File: src/rtl/alu_issue.sv
// Single-register RV32I issue stage: decodes an instruction into ALU operands/control
// behind a valid/ready register slice. Define ALU_ISSUE_PERF_EN to add o_issue_cnt.

`ifndef ADD
`define ADD  4'd0
`endif
`ifndef SUB
`define SUB  4'd1
`endif
`ifndef AND
`define AND  4'd2
`endif
`ifndef OR
`define OR   4'd3
`endif
`ifndef XOR
`define XOR  4'd4
`endif
`ifndef SRL
`define SRL  4'd5
`endif
`ifndef SLL
`define SLL  4'd6
`endif
`ifndef SRA
`define SRA  4'd7
`endif
`ifndef BUF
`define BUF  4'd8
`endif
`ifndef SLT
`define SLT  4'd9
`endif
`ifndef SLTU
`define SLTU 4'd10
`endif
`ifndef EQ
`define EQ   4'd11
`endif
`ifndef GE
`define GE   4'd12
`endif
`ifndef GEU
`define GEU  4'd13
`endif

module alu_issue #(
    parameter logic [31:0] RESET_PC_OUT = 32'h0000_0000
) (
    input  logic        i_clk,
    input  logic        i_rst,
    input  logic        i_valid,
    output logic        o_ready,
    input  logic [31:0] i_instr,
    input  logic [31:0] i_pc,
    input  logic [31:0] i_rs1_data,
    input  logic [31:0] i_rs2_data,
    input  logic        i_flush,
    output logic        o_valid,
    input  logic        i_ex_ready,
    output logic [31:0] o_op1,
    output logic [31:0] o_op2,
    output logic [3:0]  o_AluCtrl,
    output logic [31:0] o_pc,
    output logic [4:0]  o_rd,
    output logic        o_wb_en,
    output logic        o_is_branch,
    output logic        o_br_neg,
`ifdef ALU_ISSUE_PERF_EN
    output logic [31:0] o_issue_cnt,
`endif
    output logic        o_illegal
);

    typedef enum logic [6:0] {
        OPC_OP     = 7'b0110011,
        OPC_OP_IMM = 7'b0010011,
        OPC_LUI    = 7'b0110111,
        OPC_AUIPC  = 7'b0010111,
        OPC_LOAD   = 7'b0000011,
        OPC_STORE  = 7'b0100011,
        OPC_JAL    = 7'b1101111,
        OPC_JALR   = 7'b1100111,
        OPC_BRANCH = 7'b1100011
    } opcode_t;

    function automatic logic [3:0] arith_ctrl(input logic [2:0] f3, input logic alt);
        case (f3)
            3'b000:  arith_ctrl = alt ? `SUB : `ADD;
            3'b001:  arith_ctrl = `SLL;
            3'b010:  arith_ctrl = `SLT;
            3'b011:  arith_ctrl = `SLTU;
            3'b100:  arith_ctrl = `XOR;
            3'b101:  arith_ctrl = alt ? `SRA : `SRL;
            3'b110:  arith_ctrl = `OR;
            default: arith_ctrl = `AND;
        endcase
    endfunction

    logic [6:0]  opcode;
    logic [2:0]  funct3;
    logic [6:0]  funct7;
    logic [4:0]  rd;
    logic [31:0] imm_i, imm_s, imm_u, shamt;

    assign opcode = i_instr[6:0];
    assign funct3 = i_instr[14:12];
    assign funct7 = i_instr[31:25];
    assign rd     = i_instr[11:7];
    assign imm_i  = {{20{i_instr[31]}}, i_instr[31:20]};
    assign imm_s  = {{20{i_instr[31]}}, i_instr[31:25], i_instr[11:7]};
    assign imm_u  = {i_instr[31:12], 12'b0};
    assign shamt  = {27'b0, i_instr[24:20]};

    logic [31:0] d_op1, d_op2;
    logic [3:0]  d_ctrl;
    logic        d_wb, d_br, d_neg, d_ill;

    // NOTE: every decode output gets a default first so no path through the case infers a latch.
    always_comb begin
        d_op1  = i_rs1_data;
        d_op2  = i_rs2_data;
        d_ctrl = `ADD;
        d_wb   = 1'b1;
        d_br   = 1'b0;
        d_neg  = 1'b0;
        d_ill  = 1'b0;
        case (opcode)
            OPC_OP: begin
                d_ctrl = arith_ctrl(funct3, i_instr[30]);
                if (!(funct7 == 7'h00 ||
                      (funct7 == 7'h20 && (funct3 == 3'b000 || funct3 == 3'b101))))
                    d_ill = 1'b1;
            end
            OPC_OP_IMM: begin
                d_op2 = imm_i;
                if (funct3 == 3'b001 || funct3 == 3'b101) begin
                    d_op2  = shamt;
                    d_ctrl = arith_ctrl(funct3, i_instr[30]);
                    if (!(funct7 == 7'h00 || (funct7 == 7'h20 && funct3 == 3'b101)))
                        d_ill = 1'b1;
                end else begin
                    d_ctrl = arith_ctrl(funct3, 1'b0);
                end
            end
            OPC_LUI: begin
                d_ctrl = `BUF;
                d_op1  = 32'b0;
                d_op2  = imm_u;
            end
            OPC_AUIPC: begin
                d_op1 = i_pc;
                d_op2 = imm_u;
            end
            OPC_LOAD:  d_op2 = imm_i;
            OPC_STORE: begin
                d_op2 = imm_s;
                d_wb  = 1'b0;
            end
            OPC_JAL, OPC_JALR: begin
                d_op1 = i_pc;
                d_op2 = 32'd4;
            end
            OPC_BRANCH: begin
                d_br = 1'b1;
                d_wb = 1'b0;
                case (funct3)
                    3'b000:  d_ctrl = `EQ;
                    3'b001: begin d_ctrl = `EQ;  d_neg = 1'b1; end
                    3'b100:  d_ctrl = `SLT;
                    3'b101:  d_ctrl = `GE;
                    3'b110: begin d_ctrl = `GEU; d_neg = 1'b1; end
                    3'b111:  d_ctrl = `GEU;
                    default: d_ill  = 1'b1;
                endcase
            end
            default: d_ill = 1'b1;
        endcase
        if (i_instr[1:0] != 2'b11)
            d_ill = 1'b1;
        // Illegal instructions still issue, but as an inert ADD of zeros.
        if (d_ill) begin
            d_op1  = 32'b0;
            d_op2  = 32'b0;
            d_ctrl = `ADD;
            d_wb   = 1'b0;
            d_br   = 1'b0;
            d_neg  = 1'b0;
        end
        if (rd == 5'd0)
            d_wb = 1'b0;
    end

    logic accept;
    assign o_ready = !o_valid || i_ex_ready;
    assign accept  = i_valid && o_ready && !i_flush;

    // NOTE: state registers use non-blocking assignments so all flops update from pre-edge values.
    always_ff @(posedge i_clk) begin
        if (i_rst) begin
            o_valid     <= 1'b0;
            o_op1       <= 32'b0;
            o_op2       <= 32'b0;
            o_AluCtrl   <= `ADD;
            o_pc        <= RESET_PC_OUT;
            o_rd        <= 5'b0;
            o_wb_en     <= 1'b0;
            o_is_branch <= 1'b0;
            o_br_neg    <= 1'b0;
            o_illegal   <= 1'b0;
        end else if (i_flush) begin
            o_valid <= 1'b0;
        end else if (accept) begin
            o_valid     <= 1'b1;
            o_op1       <= d_op1;
            o_op2       <= d_op2;
            o_AluCtrl   <= d_ctrl;
            o_pc        <= i_pc;
            o_rd        <= rd;
            o_wb_en     <= d_wb;
            o_is_branch <= d_br;
            o_br_neg    <= d_neg;
            o_illegal   <= d_ill;
        end else if (i_ex_ready) begin
            o_valid <= 1'b0;
        end
    end

`ifdef ALU_ISSUE_PERF_EN
    always_ff @(posedge i_clk) begin
        if (i_rst)
            o_issue_cnt <= 32'b0;
        else if (o_valid && i_ex_ready)
            o_issue_cnt <= o_issue_cnt + 32'd1;
    end
`endif

endmodule
File: config.mk
export PLATFORM = sky130hd
export DESIGN_NAME = alu_issue
export DESIGN_NICKNAME = d
export VERILOG_FILES = /design/src/rtl/alu_issue.sv
export SDC_FILE = /design/constraint.sdc
export NUM_CORES = 1
export LEC_CHECK = 0
export BUFFER_PORTS_ARGS = -buffer_cell sky130_fd_sc_hd__buf_2
export CAP_MARGIN = 20
export CORE_MARGIN = 4
export CORE_UTILIZATION = 45
export DETAILED_ROUTE_END_ITERATION = 12
export PLACE_DENSITY = 0.9
export REMOVE_ABC_BUFFERS = 1
export SLEW_MARGIN = 10
export SYNTH_ARGS = -nofsm -noshare
export SYNTH_HDL_FRONTEND = slang
export SYNTH_SLANG_ARGS = --single-unit
File: constraint.sdc
create_clock -name i_clk -period 2.7 [get_ports i_clk]
set_input_delay 0.675 -clock i_clk [delete_from_list [all_inputs] [get_ports i_clk]]
set_output_delay 0.675 -clock i_clk [all_outputs]
set_load 0.01 [all_outputs]
# Yosys cells after proc, flatten, opt, wreduce, memory -nomap -nowiden
# Cells that the tools add are included.
# totals
out_inout_bits	111
regBits	110
inputBits	133
wordCells	84
# classes
reduce_logical	26
eq_ne	18
muxes	29
bitwise	1
# ops
cell	count
one-hot mux 32 bit (5 select lines)	1
2-to-1 mux 32 bit	3
one-hot mux 32 bit (2 select lines)	1
one-hot mux 4 bit (7 select lines)	2
one-hot mux 4 bit (4 select lines)	2
== test 7 x 6 -> 1 bit, second input constant	4
== test 7 bit, second input constant	3
2-to-1 mux 1 bit	16
== test 7 x 5 -> 1 bit, second input constant	2
OR reduction 2 bit	7
== test 3 bit, second input constant	4
OR reduction 6 bit	2
2-to-1 mux 4 bit	2
== test 7 x 2 -> 1 bit, second input constant	1
zero test 7 bit	1
== test 3 x 2 -> 1 bit, second input constant	2
zero test 5 bit	1
logical OR 1 bit	5
logical AND 1 bit	4
one-hot mux 1 bit (4 select lines)	1
== test 3 x 1 -> 1 bit, second input constant	1
zero test 3 bit	1
OR reduction 3 bit	1
zero test 1 bit	2
other kinds (5)	5

# Logic depth before layout (Yosys ltp)
# Gate-level depths: netlist of run 1.
# logic_depth
ltp_word	9
depth_mapped	8

# Worst setup path after synthesis of run 1
# OpenSTA, ideal clock, no wires.
# synth_path
path_type	in2reg
from	input port i_instr[14]
to	register o_op2[23]
stages	7
setup_time_ps	67
slack_ps	411
n_path_buf	3
arrival_ps	2221
cell_sequence	clkbuf_1 -> nor2_1 -> a2111o_1 -> or3b_1 -> buf_6 -> buf_6 -> o21ai_2
# synth_between
elab_chain_cells	8
elab_cells_between_ends	22
cone_classes	eq/ne: 5; mux: 9; reduce/logical: 8
# synth_lines
element	line_no	rtl
start: declaration	54	input logic [31:0] i_instr,
== test 3 bit or zero test 3 bit (tied branches)	--	
logical AND 1 bit or logical OR 1 bit (tied branches)	140, 132	
logical OR 1 bit or logical AND 1 bit (tied branches)	140, 132	
2-to-1 mux 1 bit or logical OR 1 bit (tied branches)	140, 131	
2-to-1 mux 1 bit (on tied branches)	137, 131	
one-hot mux 1 bit (4 select lines)	128	case (opcode)
2-to-1 mux 1 bit	179	if (i_instr[1:0] != 2'b11)
2-to-1 mux 32 bit *	182	if (d_ill) begin
end signal: assignment	216	o_op2 <= d_op2;
end: declaration	62	output logic [31:0] o_op2,
# Every way passes the cells marked *; elsewhere a longest branch is shown, timed or not.
# A chain may end at the register's enable or synchronous reset.

# Worst setup path in the final report of run 1
# layout_path
from	input port i_instr[4]
to	register o_op2[1]
# layout_between
elab_chain_cells	5
elab_cells_between_ends	16
cone_classes	eq/ne: 9; mux: 4; reduce/logical: 3
# layout_lines
element	line_no
== test 7 bit (tied with other cells)	128
OR reduction 6 bit (no line)	--
one-hot mux 1 bit (4 select lines)	128
2-to-1 mux 1 bit	179
2-to-1 mux 32 bit *	182
# Marked as above.

==> impl_metrics.toml, run 1 <==
[floorplan]
dieArea_mm2 = 0.01202
start_util = 0.4691
die_w_um = 109.6
coreArea_mm2 = 0.009910
die_h_um = 109.6
io_pins = 244
rows = 36

[synthesis]
ys_ff_latch = 110
synth-main-ff-cell = "dfxtp_1"
ys_seq_area_frac = 0.4738
syn_inst = 551
syn_area_mm2 = 0.004648
synth_cell_types = 47
ys_warn_count = 0
synth_edf_count = 0
avgSynthCellArea_um2 = 8.436
async_flop_share = 0

[routing]
via_per_inst = 5.607
dr.pass1.iters = 5
first_iter_violations = 402
ant_nets = 0
wl_per_cell_um = 17.11
via_count = 5147
drc = 0
totalWireLength_um = 15700

[setup_path]
cp_max_fo = 37
crit_chain = "buf_2, nand3b_2, nor2_4, a2111o_1, or3b_4, buf_12, o21ai_0"
crit_required_ps = 2990
critPathSlowestCell = "a2111o_1"
critPathMaxStageDelay_ps = 470
end_kind = "flip-flop"
path_buf_inv = 2
critical_path_arrival_ps = 2420
worstSetupStartpointType = "input pin"
path_delay_family = "simple AND/OR/NAND/NOR gates"
criticalPathCategory = "input pin to flip-flop"
ff2ff_setup_slack_ps = 680

[clocking]
post_cts_buffers = 0
cts_buffers = 9
htree_levels = 3
cts_tree = "yes"
cts_root_buf = "clkbuf_8"
clock_sinks = 110
cts_resized = 0
clk-insertion-delay-late_ps = 350
max-clock-path-buffers = 2
holdBufCountCts = 0
path_clk_slew_ps = 110

[final_layout]
multi_input_area_mm2 = 0.002245
drive_above_1_share = 0.4025
syn_to_final_growth_pct = 33.78
final_nets = 914
seq_area_mm2 = 0.002202
post-route-util = 0.6275
layout_commonest_cell = "buf_2"
diodes = 0
fillCellCount = 911
layout.cells.most_common_list = "buf_2 (243), nand2_1 (149), dfxtp_1 (110), a22oi_1 (44), a21oi_1 (39)"

[grt]
grt.total_usage = 0.2463
grt.overflow.total = 0
use_met1 = 0.3041
antenna_found_initial = 0
grt_pass1_wl_um = 23240
grt_use_met3 = 0.04345
grt_max_degree = 41
top_usage_layer = "met2"
grt_pass1_vias = 4736
globalRouteMet2Util = 0.4285

[place]
portBuffers = 243
place_congestion = 0.8548
hpwl_um = 11650

[sta]
tightest_slew_ps = 545.0
rsz0062_at_grt = "false"
timing.final.max_slew_violations = 0
fin_crit_ps = 2133
skew_ps = 7.832
max_freq_ghz = 0.4689
holdWs_ps = 450.7
period_share = 0.7899
slew_headroom = 0.6333
fin_setup_tns_ps = 0
setup_viol = 0
hold_viol = 0

[power]
combPwrFrac = 0.134
powerDensity_mw_per_mm2 = 473.8
seqPwrFrac = 0.565
pwr-share-clk = 0.301
leakage_nw = 2.926
irDropWorstVdd_v = 0.0002993
power.share.switching = 0.2678
p_int_mw = 2.157
power_switching_uw = 789.0

[flow_run]
cap_violations = 0

[min_path]
hold_class = "flip-flop to flip-flop"

[outcome]
outcome = "finished, final reports clean"
cells by family after synthesis:
group                     count (synthesis)  share of synthesized area
buffers and inverters                    51                    0.05114
DFF                                     110                     0.4738
AOI/OAI and AO/OA                       200                     0.2977
xor gates and xnor gates                  1                   0.001885
and+or+nand+nor                         189                     0.1755
power by group through the flow:
stage	registers, mW	clock network, mW	logic [mW]
floorplan	1.72	0	0.147
global route	1.67	0.980	0.428
finish	1.66	0.887	0.395
detailed placement	1.70	0	0.390
CTS	1.66	0.917	0.391
global placement	1.70	0	0.383
sequential cells by signal, indices dropped and copies added (netlist names):
| signal | count |
|---|---|
| o_op1 | 32 |
| o_pc | 32 |
| o_rd | 5 |
| o_illegal | 1 |
| o_op2 | 32 |
| o_valid | 1 |
| o_wb_en | 1 |
| o_br_neg | 1 |
| o_is_branch | 1 |
| o_AluCtrl | 4 |
final timing paths:
kind | startpoint | endpoint | depth (start not counted)
setup / recovery | i_instr[4] | o_op2[1] | 7
hold reg to reg | o_op1[23] | o_op1[23] | 2
hold / removal | o_op1[23] | o_op1[23] | 2
setup reg to reg | o_valid | o_op2[1] | 7
synth_stat cells (3+ instances only):
| master | count | area share |
|---|---|---|
| clkbuf_1 | 37 | 0.030 |
| nand2_1 | 149 | 0.12 |
| buf_6 | 6 | 0.015 |
| nor3_1 | 3 | 0.0032 |
| nand2b_1 | 3 | 0.0040 |
| a21o_1 | 3 | 0.0048 |
| nor2_1 | 12 | 0.0097 |
| o2bb2ai_1 | 6 | 0.011 |
| nor4_1 | 3 | 0.0040 |
| a22oi_1 | 44 | 0.071 |
| inv_1 | 5 | 0.0040 |
| a21oi_1 | 39 | 0.042 |
| a22o_1 | 4 | 0.0075 |
| dfxtp_1 | 110 | 0.47 |
| o21ai_0 | 18 | 0.019 |
| a211oi_1 | 3 | 0.0048 |
| o21ai_2 | 25 | 0.047 |
| a221oi_1 | 22 | 0.041 |
| o21ai_1 | 25 | 0.027 |
layout make-up:
type | count | share of cell area
multi-input cells | 390 | 0.3610
well taps | 133 | 0.02676
flip-flops and latches | 110 | 0.3541
inverters | 5 | 0.003018
clock buffers | 9 | 0.01992
repair buffers | 265 | 0.2282
clock inverters | 6 | 0.007042
per-stage QoR:
step,instances,cell area (um^2),power [mW],worst slack [ps]
detailed placement,903,6051,2.092,187.4
global placement,903,6051,2.083,294.1
floorplan,505,4429,1.862,-2646
finish,918,6218,2.946,567.4
global route,918,6218,3.076,504.7
CTS,918,6218,2.973,577.9
worst register-to-register path: stages, from the launching register on:
cell and delay (ps):
dfxtp_1 330, nor2b_1 170, inv_1 90, nand3b_1 140
a2111o_1 370, or3b_4 450, buf_12 200, o21ai_0 220
per-layer routing:
layer / part of all wire / vias to the layer above / wire length (um)
li1: - / 2424 / -
met1: 0.38 / 2430 / 6045
met2: 0.52 / 255 / 8178
met3: 0.068 / 38 / 1069
met4: 0.026 / 0 / 411
met5: 0 / - / 0
Power figures use the tool's default switching activity.
==> run 2, diff against run 1 <==
==> constraint.sdc (replaced) <==
create_clock -name i_clk -period 2 [get_ports i_clk]
set_input_delay 0.5 -clock i_clk [delete_from_list [all_inputs] [get_ports i_clk]]
set_output_delay 0.5 -clock i_clk [all_outputs]
set_load 0.01 [all_outputs]
==> run 2 against run 1 <==
Effect of this change: routed wire length is 1.1% lower; sequential power is 36% higher; critical path type is now flip-flop to flip-flop; critical path depth stayed put; non-clock buffer count is 31 higher; utilization is 3.5 points higher; clock skew is 2.9 ps lower; design area is 5.5% higher; first-iteration DRC count is 9.5% lower; highest routed layer unchanged; global-route usage is 0.17 points higher; clock power is 72% higher; hold slack worse by 79 ps; power is 48% higher.
==> impl_metrics.toml, run 2 (synthesis results as in run 1) <==
[setup_path]
reg2regPathDepth = 7
crit_required_ps = 2290
path_delay_family = "simple AND/OR/NAND/NOR gates"
critPathMaxStageDelay_ps = 450
path_buf_inv = 2
ff2ff_setup_slack_ps = 70
rr_endpoint = "o_op2[0]"
critical_path_arrival_ps = 2220
cp_max_fo = 30
critPathSlowestCell = "or3b_4"
worstSetupStartpointType = "flip-flop"
rr_startpoint = "o_valid"
path_depth = 7
crit_chain = "nor2b_1, inv_1, nand3b_1, a2111o_1, or3b_4, buf_12, o21ai_0"
criticalPathCategory = "flip-flop to flip-flop"
end_kind = "flip-flop"

[grt]
grt_max_degree = 43
grt.overflow.total = 0
grt_pass1_wl_um = 23390
grt_pass1_vias = 4850
antenna_found_initial = 0
grt.total_usage = 0.2480

[final_layout]
diodes = 0
final_area_mm2 = 0.006563
drive_above_1_share = 0.4259
final_nets = 945
layout_commonest_cell = "buf_2"
layout.cells.most_common_list = "buf_2 (243), nand2_1 (149), dfxtp_1 (110), buf_4 (46), a22oi_1 (44)"
fillCellCount = 876
syn_to_final_growth_pct = 41.18
seq_area_mm2 = 0.002202
multi_input_area_mm2 = 0.002245
top_regs = "o_op1 x32, o_op2 x32, o_pc x32"
final_cell_count_no_fill = 950

[routing]
via_per_inst = 5.399
via_count = 5129
wl_per_cell_um = 16.34
dr.pass1.iters = 5
ant_nets = 0
totalWireLength_um = 15530
first_iter_violations = 364
drc = 0

[power]
irDropWorstVdd_v = 0.0005327
leakage_nw = 3.121
total_power_mw = 4.349
pwr-share-clk = 0.352
power.share.switching = 0.2583
combPwrFrac = 0.131
powerDensity_mw_per_mm2 = 662.8
seqPwrFrac = 0.516
power_switching_mw = 1.123
p_int_mw = 3.226

[place]
dp.cells = 934
portBuffers = 243
placed_area_mm2 = 0.006321
hpwl_um = 11810
place_congestion = 0.8811

[clocking]
cts_root_buf = "clkbuf_8"
clock_sinks = 110
holdBufCountCts = 0
cts_tree = "yes"
max-clock-path-buffers = 2
path_clk_slew_ps = 110
htree_levels = 3
clk-insertion-delay-late_ps = 360
cts_buffers = 9

[sta]
holdWs_ps = 372.0
rsz0062_at_grt = "false"
max_freq_ghz = 0.5183
slew_headroom = 0.6810
setup_viol = 0
period_share = 0.9646
skew_ps = 4.937
tightest_slew_ps = 478.5
timing.final.max_slew_violations = 0
hold_viol = 0
fin_setup_tns_ps = 0
fin_crit_ps = 1929

[floorplan]
die_h_um = 109.6
die_w_um = 109.6
rows = 36
start_util = 0.4691
coreArea_mm2 = 0.009910
io_pins = 244
dieArea_mm2 = 0.01202

[outcome]
outcome = "finished, final reports clean"

[min_path]
min_to = "o_pc[5]"
worstHoldStart = "i_pc[5]"
hold_class = "input pin to flip-flop"
min_path_cells = 3

[flow_run]
cap_violations = 0
-- run 2: metrics by stage --
stage | utilization | worst slack (ps)
6_report | 0.6622 | 70.75
5_1_grt | 0.6622 | 7.071
4_1_cts | 0.6619 | 28.47
3_5_place_dp | 0.6379 | -270.1
3_3_place_gp | 0.6379 | -153.7
2_1_floorplan | - | -3171
-- run 2: worst max-delay path by stage --
stage / slack, ps / startpoint / endpoint
final: 70 / o_valid / o_op2[0]
after global routing: 7 / o_valid / o_op2[10]
after CTS: 30 / o_valid / o_op2[3]
after detailed placement: -270 / i_instr[4] / o_op2[3]
after global placement: -150 / i_instr[2] / o_op2[0]
after floorplan: -3170 / i_ex_ready / o_br_neg
-- run 2: what timing repair did --
item / in CTS / in global routing
setup endpoints to repair: 0 / 9
buffers inserted: 0 / 0
gates resized for setup: 0 / 5
-- run 2: metal layers --
metal  vias up  share of wire  global-route usage
met5         -              0                   0
met4         0          0.026              0.1033
met3        38          0.067             0.05872
met2       206           0.52              0.4250
met1      2393           0.39              0.2973
li1       2492              -                   -
-- run 2: final cells by class --
type,instances,area share
well taps,133,0.02536
clock inverters,7,0.01735
clock buffers,9,0.01888
multi-input cells,390,0.3420
repair buffers,296,0.2580
flip-flops and latches,110,0.3356
inverters,5,0.002860
-- run 2: power groups by stage --
stage	sequential (mW)	combinational, mW	clock, mW
after CTS	2.25	0.566	1.57
after floorplan	2.32	0.198	0
after global routing	2.25	0.620	1.65
after detailed placement	2.30	0.564	0
after global placement	2.29	0.557	0
final	2.25	0.570	1.53
-- run 2: worst register-to-register path: stages, from the launching register on --
cell and delay [ps]:
dfxtp_1 330, nor2b_1 160, inv_1 80, nand3b_1 110, a2111o_1 330, or3b_4 450
buf_12 190, o21ai_0 200
==> run 3, diff against run 2 <==
--- a/config.mk
+++ b/config.mk
@@ -10,8 +10,7 @@
 export CORE_MARGIN = 4
 export CORE_UTILIZATION = 45
 export DETAILED_ROUTE_END_ITERATION = 12
-export PLACE_DENSITY = 0.9
-export REMOVE_ABC_BUFFERS = 1
+export PLACE_DENSITY = 0.8
 export SLEW_MARGIN = 10
 export SYNTH_ARGS = -nofsm -noshare
 export SYNTH_HDL_FRONTEND = slang
==> run 3 against run 2 <==
Effect of this change: hold slack gained 1.4 ps; cell count shrank 0.74%; register-to-register slack gained 40 ps; sequential power is essentially flat; highest routed layer unchanged; global-route usage grew 1.5 points; worst setup slack gained 37 ps.
==> impl_metrics.toml, run 3 (synthesis results as in run 1) <==
[clocking]
htree_levels = 3
holdBufCountCts = 0
cts_root_buf = "clkbuf_8"
clock_sinks = 110
cts_buffers = 9
clk-insertion-delay-late_ps = 360
path_clk_slew_ps = 100
cts_tree = "yes"
max-clock-path-buffers = 2

[setup_path]
critPathSlowestCell = "or3b_4"
cp_max_fo = 48
crit_chain = "nor2b_1, inv_1, nand3b_1, a2111o_1, or3b_4, buf_12, o21ai_0"
path_buf_inv = 2
end_kind = "flip-flop"
worstSetupStartpointType = "flip-flop"
critPathMaxStageDelay_ps = 400
criticalPathCategory = "flip-flop to flip-flop"
path_delay_family = "simple AND/OR/NAND/NOR gates"
crit_required_ps = 2290
critical_path_arrival_ps = 2180

[routing]
ant_nets = 0
first_iter_violations = 431
drc = 0
wl_per_cell_um = 17.28
via_per_inst = 5.445
dr.pass1.iters = 5
via_count = 5135
totalWireLength_um = 16290

[final_layout]
diodes = 0
top_regs = "o_op1 x32, o_op2 x32, o_pc x32"
layout.cells.most_common_list = "buf_2 (243), nand2_1 (149), dfxtp_1 (110), a22oi_1 (44), buf_4 (41)"
drive_above_1_share = 0.4222
layout_commonest_cell = "buf_2"
seq_area_mm2 = 0.002202
multi_input_area_mm2 = 0.002260
syn_to_final_growth_pct = 39.17
fillCellCount = 897
final_nets = 939
post-route-util = 0.6528

[power]
leakage_nw = 3.056
powerDensity_mw_per_mm2 = 629.3
irDropWorstVdd_v = 0.0003575
total_power_mw = 4.071

[place]
place_congestion = 0.9722
hpwl_um = 12420
portBuffers = 243
place_worst_setup_slack_ps = -178.8

[floorplan]
io_pins = 244
start_util = 0.4691
dieArea_mm2 = 0.01202
die_w_um = 109.6
rows = 36
die_h_um = 109.6
coreArea_mm2 = 0.009910

[sta]
setup_viol = 0
timing.final.max_slew_violations = 0
period_share = 0.9461
rsz0062_at_grt = "false"
slew_headroom = 0.6839
tightest_slew_ps = 472.0
max_freq_ghz = 0.5285
hold_viol = 0
setup_slack_ps = 107.7
skew_ps = 5.350
holdWs_ps = 373.4
fin_crit_ps = 1892

[grt]
grt.total_usage = 0.2632
antenna_found_initial = 0
grt.overflow.total = 0
grt_max_degree = 56
grt_pass1_wl_um = 24740
grt_pass1_vias = 5038

[outcome]
outcome = "finished, final reports clean"

[min_path]
hold_class = "input pin to flip-flop"

[synthesis]
syn-num-nets = 684

[flow_run]
cap_violations = 0
## run 3: power breakdown
group,switching (mW),leakage (nW),internal (mW)
registers,0.0188,0.890,2.23
logic,0.319,2.08,0.256
clock network,0.727,0.0861,0.522
## run 3: final timing paths
| path | start | to | slack [ps] | cells past startpoint |
|---|---|---|---|---|
| worst max register to register | o_valid | o_op2[2] | 110 | 7 |
| worst min register to register | o_op1[8] | o_op1[8] | 450 | 2 |
| worst min-delay path | i_pc[7] | o_pc[7] | 370 | 3 |
| worst max-delay path | o_valid | o_op2[2] | 110 | 7 |
## run 3: worst reg2reg max path, cell delays in order, from the launching register on
cell,delay [ps]
dfxtp_1,320
nor2b_1,140
inv_1,70
nand3b_1,140
a2111o_1,340
or3b_4,400
buf_12,200
o21ai_0,220
## run 3: area by class of cell
class / instances / share of cell area
sequential: 110 / 0.3404
clock inverter: 2 / 0.002515
timing repair buffer: 290 / 0.2542
inverter: 5 / 0.003288
clock buffer: 13 / 0.02456
multi-input combinational: 390 / 0.3493
tap: 133 / 0.02573
## run 3: routing by layer
| layer | share of wire | track usage | vias up |
|---|---|---|---|
| li1 | - | - | 2467 |
| met1 | 0.40 | 0.3217 | 2396 |
| met2 | 0.50 | 0.4446 | 229 |
| met3 | 0.070 | 0.05637 | 43 |
| met4 | 0.033 | 0.1167 | 0 |
| met5 | 0 | 0 | - |
## run 3: through the flow
step | setup TNS [ps] | cells | cell area [um^2]
floorplan | -35.79 | 551 | 4708
global placement | -4917 | 928 | 6294
detailed placement | -7724 | 928 | 6294
CTS | 0 | 943 | 6469
global route | 0 | 943 | 6469
finish | 0 | 943 | 6469
## run 3: repair_timing
item | 4_1_cts | 5_1_grt
resized for setup | 0 | 5
buffers inserted | 0 | 0
endpoints found under the setup margin | 0 | 5
